## src/rtl/param_commit_sched.sv

```systemverilog
// Double-buffered parameter scheduler: host triggers fill per-slot shadows, and the
// whole pending set commits atomically on a sim_clk rising edge. Optional readback via PARAM_READBACK_EN.
module param_commit_sched #(
  parameter int                  NSLOT     = 8,
  parameter int                  DW        = 32,
  parameter logic [NSLOT*DW-1:0] RESET_VAL = '0
) (
  input  logic                  clk,
  input  logic                  reset_n,
  input  logic [NSLOT-1:0]      trig,
  input  logic [15:0]           wire_lo,
  input  logic [15:0]           wire_hi,
  input  logic                  sim_clk,
  input  logic                  freeze,
  output logic [NSLOT*DW-1:0]   param_bus,
  output logic [NSLOT-1:0]      pending,
  output logic                  commit_pls,
  output logic [7:0]            ovw_cnt
`ifdef PARAM_READBACK_EN
  ,
  input  logic [$clog2(NSLOT)-1:0] rb_sel,
  output logic [DW-1:0]            rb_data,
  output logic [1:0]               rb_pend
`endif
);

  localparam logic [1:0] IDLE   = 2'd0;
  localparam logic [1:0] ARMED  = 2'd1;
  localparam logic [1:0] COMMIT = 2'd2;

  logic [1:0]          state_r;
  logic [1:0]          state_nxt_s;
  logic                sim_clk_d_r;
  logic [NSLOT*DW-1:0] shadow_r;
  logic [NSLOT*DW-1:0] active_r;
  logic [NSLOT-1:0]    pending_r;
  logic [NSLOT-1:0]    pend_nxt_s;
  logic [NSLOT-1:0]    ovw_mask_s;
  logic                commit_pls_r;
  logic [7:0]          ovw_cnt_r;
  logic                sim_edge_s;
  logic                commit_s;
  int unsigned         ovw_num_s;
  logic [DW-1:0]       host_word_s;

  // Saturating add keeps the overwrite counter pinned at 255.
  function automatic logic [7:0] sat_add8(input logic [7:0] base, input int unsigned inc);
    int unsigned sum;
    sum = int'(base) + inc;
    if (sum > 32'd255) begin
      return 8'hFF;
    end else begin
      return 8'(sum);
    end
  endfunction

  generate
    if (DW > 32) begin : g_wide
      assign host_word_s = {{(DW-32){1'b0}}, wire_hi, wire_lo};
    end else if (DW == 32) begin : g_exact
      assign host_word_s = {wire_hi, wire_lo};
    end else begin : g_narrow
      logic [31:0] full_word_s;
      assign full_word_s = {wire_hi, wire_lo};
      assign host_word_s = full_word_s[DW-1:0];
    end
  endgenerate

  // Commit decision, next pending set and overwrite tally.
  always_comb begin
    sim_edge_s = sim_clk & ~sim_clk_d_r;
    commit_s   = (state_r == ARMED) && sim_edge_s && !freeze;
    if (commit_s) begin
      // A trigger landing on the commit cycle re-arms its slot instead of counting as an overwrite.
      pend_nxt_s = trig;
      ovw_mask_s = '0;
    end else begin
      pend_nxt_s = pending_r | trig;
      ovw_mask_s = pending_r & trig;
    end
    ovw_num_s = 32'd0;
    for (int k = 0; k < NSLOT; k++) begin
      if (ovw_mask_s[k]) begin
        ovw_num_s = ovw_num_s + 32'd1;
      end else begin
        ovw_num_s = ovw_num_s;
      end
    end
  end

  // Scheduler state transitions.
  always_comb begin
    state_nxt_s = state_r;
    case (state_r)
      IDLE: begin
        if (|trig) begin
          state_nxt_s = ARMED;
        end else begin
          state_nxt_s = IDLE;
        end
      end
      ARMED: begin
        if (commit_s) begin
          state_nxt_s = COMMIT;
        end else begin
          state_nxt_s = ARMED;
        end
      end
      COMMIT: begin
        if (|pend_nxt_s) begin
          state_nxt_s = ARMED;
        end else begin
          state_nxt_s = IDLE;
        end
      end
      default: state_nxt_s = IDLE;
    endcase
  end

  // State, shadow and active registers with synchronous active-low reset.
  always_ff @(posedge clk) begin
    if (!reset_n) begin
      state_r      <= IDLE;
      sim_clk_d_r  <= 1'b0;
      shadow_r     <= RESET_VAL;
      active_r     <= RESET_VAL;
      pending_r    <= '0;
      commit_pls_r <= 1'b0;
      ovw_cnt_r    <= 8'h00;
    end else begin
      state_r      <= state_nxt_s;
      sim_clk_d_r  <= sim_clk;
      pending_r    <= pend_nxt_s;
      commit_pls_r <= commit_s;
      ovw_cnt_r    <= sat_add8(ovw_cnt_r, ovw_num_s);
      for (int k = 0; k < NSLOT; k++) begin
        if (commit_s && pending_r[k]) begin
          active_r[k*DW +: DW] <= shadow_r[k*DW +: DW];
        end
        if (trig[k]) begin
          shadow_r[k*DW +: DW] <= host_word_s;
        end
      end
    end
  end

  assign param_bus  = active_r;
  assign pending    = pending_r;
  assign commit_pls = commit_pls_r;
  assign ovw_cnt    = ovw_cnt_r;

`ifdef PARAM_READBACK_EN
  logic [DW-1:0] rb_data_r;

  // Registered shadow readback, one cycle behind rb_sel.
  always_ff @(posedge clk) begin
    if (!reset_n) begin
      rb_data_r <= '0;
    end else begin
      rb_data_r <= shadow_r[int'(rb_sel)*DW +: DW];
    end
  end

  assign rb_data = rb_data_r;
  assign rb_pend = {pending_r[rb_sel], commit_pls_r};
`endif

endmodule

```

## config.mk

```make
export PLATFORM = sky130hd
export DESIGN_NAME = param_commit_sched
export DESIGN_NICKNAME = d
export VERILOG_FILES = /design/src/rtl/param_commit_sched.sv
export SDC_FILE = /design/constraint.sdc
export NUM_CORES = 1
export LEC_CHECK = 0
export ABC_AREA = 1
export CAP_MARGIN = 30
export CORE_ASPECT_RATIO = 1.75
export CORE_MARGIN = 1.5
export CORE_UTILIZATION = 43
export CTS_CLUSTER_SIZE = 8
export DETAILED_ROUTE_END_ITERATION = 7
export PLACE_DENSITY = 0.71
export SLEW_MARGIN = 15
export SYNTH_ARGS = -nofsm -noshare
export SYNTH_HDL_FRONTEND = slang
export SYNTH_SLANG_ARGS = --single-unit
```

## constraint.sdc

```tcl
create_clock -name clk -period 8.87 [get_ports clk]
set_input_delay 1.774 -clock clk [delete_from_list [all_inputs] [get_ports clk]]
set_output_delay 1.774 -clock clk [all_outputs]
set_load 0.05 [all_outputs]
```

==> results of run 1 <==
-- worst reg2reg max path, delay by kind of cell (launching register included) --
kind	cells	cell delay (ns)
AO/OA/AOI/OAI	6	1.15
adder cells (fa/ha/maj)	7	2.15
buffers and inverters	5	0.35
flip-flops	1	0.35
AND/OR/NAND/NOR	20	2.36
-- metal layers --
metal / track usage, % / wire length (um)
met1: 33.3 / 25900
met5: 0 / 0
met2: 47.6 / 33100
met4: 18.6 / 4560
met3: 4.89 / 4700
-- cell families (layout without fill, tap and decap cells) --
group / Yosys count / in the layout / share of synthesized area (%)
flip-flops: 532 / 532 / 54.3
other: 1 / 3 / 0.0191
adder cells (fa/ha/maj): 16 / 16 / 1.06
XOR/XNOR: 5 / 5 / 0.223
buffers and inverters: 286 / 497 / 5.72
AO/OA/AOI/OAI: 538 / 538 / 13.8
AND/OR/NAND/NOR: 1167 / 1167 / 25.0
-- per-stage QoR --
step | instance area [um2] | worst slack, ns | power [mW] | hold WS, ns | utilization (%)
after CTS | 25100 | 1.05 | 5.77 | 0.459 | 55.7
final | 25200 | 1.03 | 5.74 | 0.458 | 55.9
after global routing | 25200 | 0.465 | 5.93 | 0.475 | 55.9
after floorplan | 19600 | 1.47 | 2.95 | 0.458 | -
after detailed placement | 23000 | 0.456 | 3.16 | 0.451 | 51.1
after global placement | 22800 | 0.753 | 3.13 | 0.451 | 50.6
-- where the power goes --
part,total (mW),leakage (nW),internal (mW),switching [mW]
Clock,2.62,1.02,1.61,1.01
Combinational,0.563,4.11,0.164,0.399
Sequential,2.56,4.36,2.50,0.0604
Total,5.74,9.49,4.27,1.47
-- cell usage after synthesis --
library cell,instances,area share [%]
or2_1,1,0.032
clkbuf_2,3,0.076
nand3_2,9,0.46
nand3_1,276,7.0
conb_1,1,0.019
xor2_1,2,0.089
inv_2,4,0.076
nor2_2,5,0.16
nor4_1,2,0.064
xnor2_1,3,0.13
nand3b_1,2,0.076
fa_1,1,0.10
clkbuf_1,162,3.1
buf_1,30,0.57
a31oi_1,1,0.032
a21oi_2,1,0.045
buf_6,1,0.057
nand2_1,314,6.0
buf_2,31,0.79
nor2_4,1,0.057
nand3_4,1,0.089
inv_1,50,0.96
and2_4,1,0.045
a21o_1,1,0.038
nor2_1,533,10
a21oi_1,271,6.9
o21ai_0,264,6.7
clkinv_1,5,0.096
nand4_1,4,0.13
dfxtp_1,532,54
or2_2,1,0.032
nand2_2,13,0.41
nor3_1,3,0.076
ha_1,15,0.96
nand2_8,1,0.10
-- final cells by class --
| class | instances | area share, % |
|---|---|---|
| Inverter | 59 | 0.908 |
| Sequential cell | 532 | 42.2 |
| Multi-Input combinational cell | 1729 | 31.2 |
| Clock buffer | 80 | 7.94 |
| Clock inverter | 4 | 0.298 |
| Tap cell | 577 | 2.86 |
| Timing Repair Buffer | 354 | 14.5 |
-- worst paths after layout --
kind                      start             to  slack (ns)  depth (start not counted)
setup reg to reg     state_r[0]     ovw_cnt[7]        2.39                         38
hold reg to reg   param_bus[52]  param_bus[52]        0.46                          2
setup / recovery        sim_clk     ovw_cnt[7]        1.03                         39
hold / removal    param_bus[52]  param_bus[52]        0.46                          2
-- flip-flops by register name, indices dropped and copies added, names as in the netlist --
| register | count |
|---|---|
| commit_pls | 1 |
| shadow_r | 256 |
| state_r | 2 |
| sim_clk_d_r | 1 |
| ovw_cnt | 8 |
| pending | 8 |
| param_bus | 256 |
==> out/qor.yml, run 1 <==
dp.final_hpwl_um: 42500
h-tree-depth: 3
final_cells: 3335
postCtsSetupBuffers: 0
drtIter0Drc: 1430
ys_seq_area_share_pct: 54.3
numCtsBuffers: 76
via_count: 18300
tritoncts: "done"
fin_crit_sh_pct: 88.3
cp_num_buf_inv: 7
post_drt_wl_per_cell_um: 20.5
dieWidth_um: 165
final.setup_skew_ns: 0.0239
die_area_um2: 47000
clk_latency_ns: 0.60
postCtsHoldBufs: 0
cts_sinks: 532
tightest_slew_ns: 1.09
synth_area_per_cell_um2: 7.71
drive_above_1_share_pct: 5.84
status: "complete, no violations"
clock.fmax_mhz: 128
num_rows: 103
multi_input_area_um2: 7870
cp_max_fo: 7
clk_pin_slew_ns: 0.05
grt_pass1_vias: 17700
antenna_found_initial: 0
worst_path_max_delay_cell: "clkdlybuf4s50_1"
layout_common_cells: "nor2_1 (532), dfxtp_1 (532), clkdlybuf4s50_1 (315)"
cpMostUsedCell: "nand2_1"
cts_resized: 0
setup_tns_ns: 0
ir_drop_mv: 0.161
initial_core_util_pct: 43.5
drt_wl_total_um: 68300
synthCells: 2545
max_stage_delay_ns: 0.48
grt_overflow_total: 0
drt_pre_antenna_iters: 6
synthDistinctLibCells: 35
synth_warnings: 0
period_needed_ns: 7.84
final_antenna_net_count: 0
nFillCells: 4120
grt_setup_unrepaired: "false"
cp_top_family: "simple AND/OR/NAND/NOR gates"
die_h_um: 286
crit_required_ns: 9.33
min_path_type: "flop to flop"
maxSlewViolCount: 0
final_nets: 2812
cp-start-kind: "primary input"
finalHoldViolations: 0
io_buffers: 316
grt_start_max_net_pins: 188
grt_pass1_wl_um: 102000
diodes: 0
area_delta_synth_final_pct: 28.5
io_pins: 317
track_usage_pct: 28.5
core-area_um2: 45100
viasPerCell: 5.49
synth.ff_latch_count: 532
p_leak_nw: 9.49
power_density_nw_per_um2: 228
maxCapViolCount: 0
clock-root-buffer: "clkbuf_16"
endpoint_kind: "flop"
path_class: "primary input to flop"
setup_viol: 0
globalplace.congestion: 0.913
syn-cell-area_um2: 19600
placed_cells: 3247
clock_path_buffers: 3
slew_headroom_pct: 27.3
drcViolationCount: 0
arrival_ns: 8.30
seq_area_um2: 10700
Note: power is estimated with default switching activity, not from simulation.
==> inputs of run 2 (changes only) <==
- TNS_END_PERCENT: default -> 10
==> results of run 2 <==
Same layout as run 1: the final DEF is identical, and so are final timing and power.
==> inputs of run 3 (changes only) <==
- CORE_ASPECT_RATIO: 1.75 -> default
==> run 3 against run 2 <==
  * Die area decreased by 0.11%
  * Sequential cell count did not move
  * Non-clock buffer count rose by 9
  * Combinational power grew 1%
  * Clock-buffer cell count grew 2
  * Clock skew grew 0.00057 ns
  * Global-route usage is 0.38 points lower
  * Critical endpoint unchanged
  * Cell count rose by 0.93%
  * Highest routed layer is now met5
  * Fmax is 0.15% higher
==> out/qor.yml, run 3 (synthesized netlist as in run 1, its figures left out) <==
clock-root-buffer: "clkbuf_16"
initial_core_util_pct: 43.4
drcViolationCount: 0
worst_hold_slack_ns: 0.456
drt_pre_antenna_iters: 5
path_class: "primary input to flop"
finalHoldViolations: 0
post_drt_wl_per_cell_um: 20.1
max_stage_delay_ns: 0.51
antenna_found_initial: 1
clock.fmax_mhz: 128
fin_crit_sh_pct: 88.2
dieWidth_um: 217
fin_util_pct: 56.0
dp_slack_ns: 0.498
slew_headroom_pct: 24.0
via_count: 18400
drive_above_1_share_pct: 6.04
hold_path_end: "param_bus[237]"
grt_start_max_net_pins: 177
viasPerCell: 5.46
dp.final_hpwl_um: 41400
area_delta_synth_final_pct: 28.9
clock_path_buffers: 3
worstHoldStart: "param_bus[237]"
reg2reg_depth: 38
placed_cells: 3277
postCtsSetupBuffers: 0
tightest_slew_ns: 1.14
globalplace.congestion: 0.858
clk_latency_ns: 0.58
io_pins: 317
setup_viol: 0
worst_path_max_delay_cell: "clkdlybuf4s50_1"
layout_common_cells: "nor2_1 (532), dfxtp_1 (532), clkdlybuf4s50_1 (315)"
ir_drop_mv: 0.123
maxSlewViolCount: 0
postCtsHoldBufs: 0
grt_setup_unrepaired: "false"
io_buffers: 316
h-tree-depth: 3
grt_overflow_total: 0
cp-start-kind: "primary input"
p_leak_nw: 9.53
arrival_ns: 8.29
crit_required_ns: 9.34
final.setup_skew_ns: 0.0244
core-area_um2: 45200
setup_tns_ns: 0
final_antenna_net_count: 0
reg2reg_slack_ns: 2.44
maxCapViolCount: 0
cts_sinks: 532
tritoncts: "done"
dpl_cell_area_um2: 23200
grt_pass1_vias: 17500
holdPathStages: 2
clk_pin_slew_ns: 0.05
drt_wl_total_um: 67700
track_usage_pct: 28.1
power.total_mw: 5.69
die_h_um: 217
grt_pass1_wl_um: 102000
status: "complete, no violations"
cts_resized: 0
endpoint_kind: "flop"
drtIter0Drc: 1805
num_rows: 78
fin_area_um2: 25300
power_density_nw_per_um2: 225
die_area_um2: 46900
period_needed_ns: 7.82
rr_startpoint: "state_r[0]"
min_path_type: "flop to flop"
cpMostUsedCell: "nand2_1"
cp_max_fo: 7
nFillCells: 4030
diodes: 0
numCtsBuffers: 76
r2r-end: "ovw_cnt[7]"
final_nets: 2821
layout_setup_ws_ns: 1.05
final_cells: 3366
==> run 3: cell types whose count changed in the layout (fill, tap and decap cells not counted), sizes merged <==
cell    delta
inv        -1
bufinv     -1
clkinv     -1
buf        +9
clkbuf     +2
==> run 3: worst max path at each step <==
stage / startpoint / slack (ns) / endpoint
CTS: sim_clk / 1.09 / ovw_cnt[1]
floorplan: sim_clk / 1.47 / ovw_cnt[0]
global placement: sim_clk / 0.69 / ovw_cnt[7]
detailed placement: sim_clk / 0.50 / ovw_cnt[7]
finish: sim_clk / 1.05 / ovw_cnt[7]
global route: sim_clk / 0.52 / ovw_cnt[0]
==> run 3: final cells by class <==
cell class              count  area, um2  area share [%]
well taps                 600        751            2.97
clock inverters             1       8.76          0.0346
repair buffers            363       3800            15.0
clock buffers              82       2000            7.90
inverters                  59        229           0.905
multi-input cells        1729       7870            31.1
flip-flops and latches    532      10700            42.1
==> run 3: where the power goes <==
part           switching [mW]  leakage [nW]  total, mW  internal [mW]
Combinational           0.403          4.18      0.571          0.168
Clock                   0.993         0.988       2.55           1.56
Sequential             0.0666          4.36       2.57           2.50
==> run 3: worst max-delay path, delay by kind of cell <==
family	cells	cell delay [ns]
AO/OA/AOI/OAI	6	1.20
buffers and inverters	7	0.96
AND/OR/NAND/NOR	19	2.22
adder cells (fa/ha/maj)	7	2.12
==> run 3: layer usage <==
layer,up-vias,wire (um),GRT usage [%]
met3,179,6160,6.11
li1,8700,-,-
met1,8597,28000,36.9
met2,907,30400,43.7
met5,-,83,1.15
met4,4,3050,13.7
